<file path="src/rtl/mig_if_pkg.sv">
// Shared definitions for the MIG user-interface burst adapter.
//   MIG_CMD_RD / MIG_CMD_WR : app_cmd encodings
//   state_t                 : burst sequencer states
//   DW_DEF / ADDR_INC_DEF   : default data width and per-command address step
package mig_if_pkg;

  localparam logic [2:0] MIG_CMD_RD = 3'b001;
  localparam logic [2:0] MIG_CMD_WR = 3'b000;

  localparam int DW_DEF       = 128;
  localparam int ADDR_INC_DEF = 8;

  typedef enum logic [1:0] {
    IDLE = 2'd0,
    RD   = 2'd1,
    WR   = 2'd2
  } state_t;

endpackage

</file>
<file path="src/rtl/mig_rd_credit.sv">
// Outstanding-read tracker for the MIG adapter.
// Counts read commands accepted by MIG that have not yet returned data, and
// grants a credit only while that count is below the free space in the read
// queue, because MIG cannot be stalled on read return.
// Ports:
//   mclk, mrst   clock, synchronous active-high reset
//   cmd_acc      a read command was accepted this cycle
//   data_ret     a read beat returned this cycle
//   rdq_free     free entries in the read queue
//   rd_inflight  outstanding read commands
//   credit_ok    another read command may be issued
module mig_rd_credit #(
  parameter int CW = 5
) (
  input  logic          mclk,
  input  logic          mrst,
  input  logic          cmd_acc,
  input  logic          data_ret,
  input  logic [CW-1:0] rdq_free,
  output logic [CW-1:0] rd_inflight,
  output logic          credit_ok
);

  always_ff @(posedge mclk) begin
    if (mrst) begin
      rd_inflight <= '0;
    end else if (cmd_acc && !data_ret) begin
      rd_inflight <= rd_inflight + 1'b1;
    end else if (!cmd_acc && data_ret) begin
      rd_inflight <= rd_inflight - 1'b1;
    end
  end

  assign credit_ok = (rd_inflight < rdq_free);

endmodule

</file>
<file path="src/rtl/mig_if_burst.sv">
// MIG app-interface burst adapter.
// Pops one request (address, length, direction) and expands it into req_len+1
// MIG commands at addresses stepping by ADDR_INC. Writes stream the same number
// of beats from the write-data queue; reads are throttled by read-queue credit.
// Ports:
//   mclk, mrst            clock, synchronous active-high reset
//   app_*                 MIG user interface (command, write data, read data)
//   req_*                 request queue read side (pop + head entry)
//   wdq_*                 write-data queue read side ({mask, data})
//   rdq_wen/rdq_wdata     read-queue write side (pass-through of MIG read data)
//   rdq_free              read-queue free entries
//   busy                  a burst is in progress
//
// state | meaning
// IDLE  | waiting for a request; pops it and loads the burst counters
// RD    | issuing read commands while credit allows
// WR    | issuing write commands and write beats independently
module mig_if_burst
  import mig_if_pkg::*;
#(
  parameter int DW       = DW_DEF,
  parameter int AW       = 28,
  parameter int LW       = 4,
  parameter int ADDR_INC = ADDR_INC_DEF,
  parameter int CW       = 5
) (
  input  logic                 mclk,
  input  logic                 mrst,
  output logic [AW-1:0]        app_addr,
  output logic [2:0]           app_cmd,
  output logic                 app_en,
  input  logic                 app_rdy,
  output logic [DW-1:0]        app_wdf_data,
  output logic [DW/8-1:0]      app_wdf_mask,
  output logic                 app_wdf_wren,
  output logic                 app_wdf_end,
  input  logic                 app_wdf_rdy,
  input  logic [DW-1:0]        app_rd_data,
  input  logic                 app_rd_data_end,
  input  logic                 app_rd_data_valid,
  output logic                 req_rnext,
  input  logic                 req_rqempty,
  input  logic [31:0]          req_qraddr,
  input  logic                 req_rd_bwt,
  input  logic [LW-1:0]        req_len,
  output logic                 wdq_rnext,
  input  logic                 wdq_rqempty,
  input  logic [DW+DW/8-1:0]   wdq_mask_rdata,
  output logic                 rdq_wen,
  output logic [DW-1:0]        rdq_wdata,
  input  logic [CW-1:0]        rdq_free,
  output logic                 busy
);

  // Counters need one extra bit to hold a full 2^LW burst.
  localparam int NW = LW + 1;
  localparam logic [AW-1:0] INC = AW'(ADDR_INC);

  state_t        state, state_nxt;
  logic [AW-1:0] addr_q, addr_nxt;
  logic [NW-1:0] cmd_left, cmd_nxt;
  logic [NW-1:0] dat_left, dat_nxt;
  logic [NW-1:0] req_n;
  logic          credit_ok;
  logic          rd_cmd_acc;
  logic [CW-1:0] rd_inflight;

  assign req_n = {1'b0, req_len} + 1'b1;

  always_comb begin
    state_nxt    = state;
    addr_nxt     = addr_q;
    cmd_nxt      = cmd_left;
    dat_nxt      = dat_left;
    app_en       = 1'b0;
    app_wdf_wren = 1'b0;
    req_rnext    = 1'b0;
    case (state)
      IDLE: begin
        req_rnext = ~req_rqempty & ~mrst;
        if (req_rnext) begin
          addr_nxt  = req_qraddr[AW-1:0];
          cmd_nxt   = req_n;
          dat_nxt   = req_rd_bwt ? '0 : req_n;
          state_nxt = req_rd_bwt ? RD : WR;
        end
      end
      RD: begin
        app_en = (cmd_left != '0) & credit_ok;
        if (app_en && app_rdy) begin
          addr_nxt = addr_q + INC;
          cmd_nxt  = cmd_left - 1'b1;
          if (cmd_left == NW'(1)) state_nxt = IDLE;
        end
      end
      WR: begin
        app_en       = (cmd_left != '0);
        app_wdf_wren = (dat_left != '0) & ~wdq_rqempty;
        if (app_en && app_rdy) begin
          addr_nxt = addr_q + INC;
          cmd_nxt  = cmd_left - 1'b1;
        end
        if (app_wdf_wren && app_wdf_rdy) dat_nxt = dat_left - 1'b1;
        // Either path may finish last; leave once both are exhausted.
        if (cmd_nxt == '0 && dat_nxt == '0) state_nxt = IDLE;
      end
      default: state_nxt = IDLE;
    endcase
  end

  always_ff @(posedge mclk) begin
    if (mrst) begin
      state    <= IDLE;
      addr_q   <= '0;
      cmd_left <= '0;
      dat_left <= '0;
    end else begin
      state    <= state_nxt;
      addr_q   <= addr_nxt;
      cmd_left <= cmd_nxt;
      dat_left <= dat_nxt;
    end
  end

  assign rd_cmd_acc = (state == RD) & app_en & app_rdy;

  mig_rd_credit #(.CW(CW)) u_rd_credit (
    .mclk       (mclk),
    .mrst       (mrst),
    .cmd_acc    (rd_cmd_acc),
    .data_ret   (app_rd_data_valid),
    .rdq_free   (rdq_free),
    .rd_inflight(rd_inflight),
    .credit_ok  (credit_ok)
  );

  assign app_addr     = addr_q;
  assign app_cmd      = (state == RD) ? MIG_CMD_RD : MIG_CMD_WR;
  assign app_wdf_data = wdq_mask_rdata[DW-1:0];
  assign app_wdf_mask = wdq_mask_rdata[DW+DW/8-1:DW];
  assign app_wdf_end  = app_wdf_wren;
  assign wdq_rnext    = app_wdf_wren & app_wdf_rdy;
  assign rdq_wen      = app_rd_data_valid;
  assign rdq_wdata    = app_rd_data;
  assign busy         = (state != IDLE);

  // Upper request-address bits and the MIG read-end strobe carry no information here.
  logic unused_ok;
  assign unused_ok = ^{app_rd_data_end, req_qraddr[31:AW], rd_inflight};

endmodule

</file>
<file path="config.mk">
export PLATFORM = sky130hd
export DESIGN_NAME = mig_if_burst
export DESIGN_NICKNAME = d
export VERILOG_FILES = /design/src/rtl/mig_if_pkg.sv /design/src/rtl/mig_rd_credit.sv /design/src/rtl/mig_if_burst.sv
export SDC_FILE = /design/constraint.sdc
export NUM_CORES = 1
export LEC_CHECK = 0
export CORE_AREA = 2 2 246 248
export DETAILED_ROUTE_END_ITERATION = 8
export DIE_AREA = 0 0 248 250
export PLACE_DENSITY_LB_ADDON = 0.08
export SLEW_MARGIN = 20
export SYNTH_ARGS = -nofsm -noshare
export SYNTH_HDL_FRONTEND = slang
export SYNTH_SLANG_ARGS = --single-unit
</file>
<file path="constraint.sdc">
create_clock -name mclk -period 4.3 [get_ports mclk]
set_input_delay 0.86 -clock mclk [delete_from_list [all_inputs] [get_ports mclk]]
set_output_delay 0.86 -clock mclk [all_outputs]
set_load 0.05 [all_outputs]
</file>
==> out/metrics.cfg <==
[min_path]
whs_endpoint = app_addr[2]
hold_class = reg2reg
holdCritStartpoint = app_addr[2]
holdPathStages = 2

[synthesis]
yosys-top-cells-count = buf_4, dfxtp_1, a21oi_1
yosysWarnings = 0
synth-main-ff-cell = dfxtp_1
syn_inst = 707
synth_most_common_cell = buf_4
ys_async_sr_fraction_pct = 0
synth_top_area_cell = buf_4
netlist_area_um2 = 5358
synth-edff-count = 0
ys_seq_elements = 45
synth_top_area_share_pct = 38.81
yosys-top-cells-area = buf_4, dfxtp_1, ha_1
yosys.cell_types.count = 61
syn-mean-instance-area_um2 = 7.578
yosysSeqAreaShare_pct = 16.81

[routing]
vias = 3887
drt_first_pass_iters = 4
drcViolationCount = 0
ant_nets = 0
wirelength_mm = 21.38
wl_per_cell_um = 16.57
drt_iter0_drc = 129
vias_per_cell = 3.013

[power_and_ir_drop]
powerDensity_nw_per_um2 = 559.8
p_leak_nw = 1.575
vdd.ir_drop.worst_v = 0.0002798

[die]
chipHeight_um = 250
start_util_pct = 8.994
ios = 632
rows = 90
core_area_um2 = 59570
dieWidth_um = 248
dieArea_um2 = 62000

[sta]
fin_tns_setup_ns = 0
finalClockSkew_ns = 0.009066
max_slew.worst_pin.slew_ns = 0.9153
hold_viol = 0
fin_hold_ws_ns = 0.4782
max_freq_mhz = 259.1
finalCritPeriodShare_pct = 89.74
rsz0062_at_grt = false
drv_slew = 0
relSlewSlack_pct = 38.47
setup_viol = 0
fin_crit_ns = 3.859

[worst_setup_path]
cp-start-kind = primary input
worstPathArrival_ns = 4.06
critPathBufInv = 3
cp_max_fo = 2
r2r_end = u_rd_credit.rd_inflight[4]
crit_family = compound AO/OA/AOI/OAI gates
path_cells = clkdlybuf4s50_1, inv_1, ha_1, o21a_1, o21ai_0, o211ai_1, a21oi_2, and3_1, ha_1, inv_1, ha_1, nor2b_1, o21a_1, or3_1, a21oi_1, xnor2_1, nor2_1
crit_type = in2reg
regToRegSetupSlack_ns = 1.04
critPathRequiredTime_ns = 4.50
crit_cells = 17
reg2regPathDepth = 15
cpPeakStageDelay_ns = 0.46
setup.worst_path.end_class = flip-flop
cp_slowest_cell = clkdlybuf4s50_1
reg2reg_from = cmd_left[0]
crit_top_cell = ha_1

[layout]
drive_gt1_share_pct = 8.661
num-fill-cells = 6882
nNetsFinal = 849
finalNonFillerCells = 1290
diodes = 0
syn2layout_area_growth_pct = -1.985

[global_route]
grt_max_degree = 55
grt_use_total_pct = 6.827
antenna_found_initial = 2
grt_pass1_wl_mm = 29.98
grt_pass1_vias = 4104
grt_overflow = 0

[cts]
htree_levels = 2
cts_tree = built
clockBufferDepth = 2
cts_resized = 0
clock_latency_ns = 0.33
cts_buffers = 5
post_cts_buffers = 0
cts_sinks = 45
cts_hold_buf = 0
clk_pin_slew_ns = 0.08
cts_root_buf = clkbuf_16

[placed_design]
portBuffers = 80
gp_congestion = 0.6322
place_inst = 1282
hpwl_mm = 16.31

[job]
cap_violations = 0

[status]
status = finished, final reports clean

[area by class of cell]
class                           count  area, µm²  share of cell area, %
Multi-Input combinational cell    332       2177                  41.46
Sequential cell                    45      900.9                  17.16
Clock buffer                        7      152.6                  2.907
Inverter                           27      101.3                  1.930
Tap cell                          782      978.4                  18.63
Timing Repair Buffer               96      935.9                  17.82
Clock inverter                      1      5.005                0.09531
[cell families (layout without fill, tap and decap cells)]
| family | Yosys count | count (layout) | share of synthesized area (%) |
|---|---|---|---|
| adders and majority gates | 20 | 20 | 4.811 |
| and+or+nand+nor | 149 | 149 | 14.34 |
| other | 1 | 2 | 0.06999 |
| buffers and inverters | 331 | 131 | 42.85 |
| muxes | 8 | 8 | 1.541 |
| AOI/OAI and AO/OA | 148 | 148 | 18.75 |
| xor gates and xnor gates | 5 | 5 | 0.8175 |
| DFF | 45 | 45 | 16.81 |
[cells in the final DEF (no fill, tap or decap), types with 3 or more instances in the layout]
master	instances
o31ai_1	3
nand3_1	18
a31oi_1	6
buf_4	16
o22ai_1	7
clkdlybuf4s50_1	77
ha_1	18
nor4_1	4
o21ai_0	33
o21a_1	3
nand2_1	25
or2_2	4
xnor2_1	3
clkbuf_16	5
nand2b_1	8
and2_1	3
inv_1	25
nor2b_1	9
o211ai_1	5
nor3_1	15
a21oi_1	39
o32ai_1	3
dfxtp_1	45
a21o_1	3
a211oi_1	19
nand4_1	8
mux2i_1	6
or3_1	9
nor2_1	34
o2bb2ai_1	5
[power breakdown]
part	internal, mW	switching, mW	total, mW	leakage [nW]
clock network	0.249	0.233	0.481	0.0799
logic	0.605	1.09	1.70	1.13
registers	0.555	0.208	0.762	0.370
total	1.41	1.53	2.94	1.58
[registers in the layout, indices dropped and copies added (netlist names)]
register and count:
u_rd_credit.rd_inflight 5, dat_left 5, cmd_left 5, app_addr 28, state 2
[worst max-delay path by stage]
stage	to	slack, ns	startpoint
floorplan	u_rd_credit.rd_inflight[4]	0.11	rdq_free[2]
global placement	u_rd_credit.rd_inflight[4]	0.06	rdq_free[2]
detailed placement	u_rd_credit.rd_inflight[4]	0.04	rdq_free[2]
CTS	u_rd_credit.rd_inflight[4]	0.42	rdq_free[2]
global route	u_rd_credit.rd_inflight[4]	0.14	rdq_free[2]
finish	u_rd_credit.rd_inflight[4]	0.44	rdq_free[2]
[tightest hold or removal path, delay by kind of cell (launching register included)]
| family | cells | cell delay (ns) |
|---|---|---|
| and+or+nand+nor | 1 | 0.06 |
| DFF | 1 | 0.32 |
| AOI/OAI and AO/OA | 1 | 0.05 |
[per-stage QoR]
step	instance area [µm²]	util, %	power, mW	setup WS, ns
after CTS	5251	8.815	3.066	0.4164
after floorplan	5365	-	2.532	0.1139
after detailed placement	5094	8.551	2.533	0.04252
after global placement	5094	8.551	2.577	0.05819
after global routing	5251	8.815	3.193	0.1394
final	5251	8.815	2.940	0.4410
[routing by layer]
layer | wire length, µm | up-vias | track usage, %
met5 | 60 | - | 0.8744
met4 | 968 | 4 | 4.055
met3 | 2180 | 74 | 3.452
met2 | 9638 | 215 | 10.34
met1 | 8528 | 1847 | 7.540
li1 | - | 1747 | -
Power figures use the tool's default switching activity.
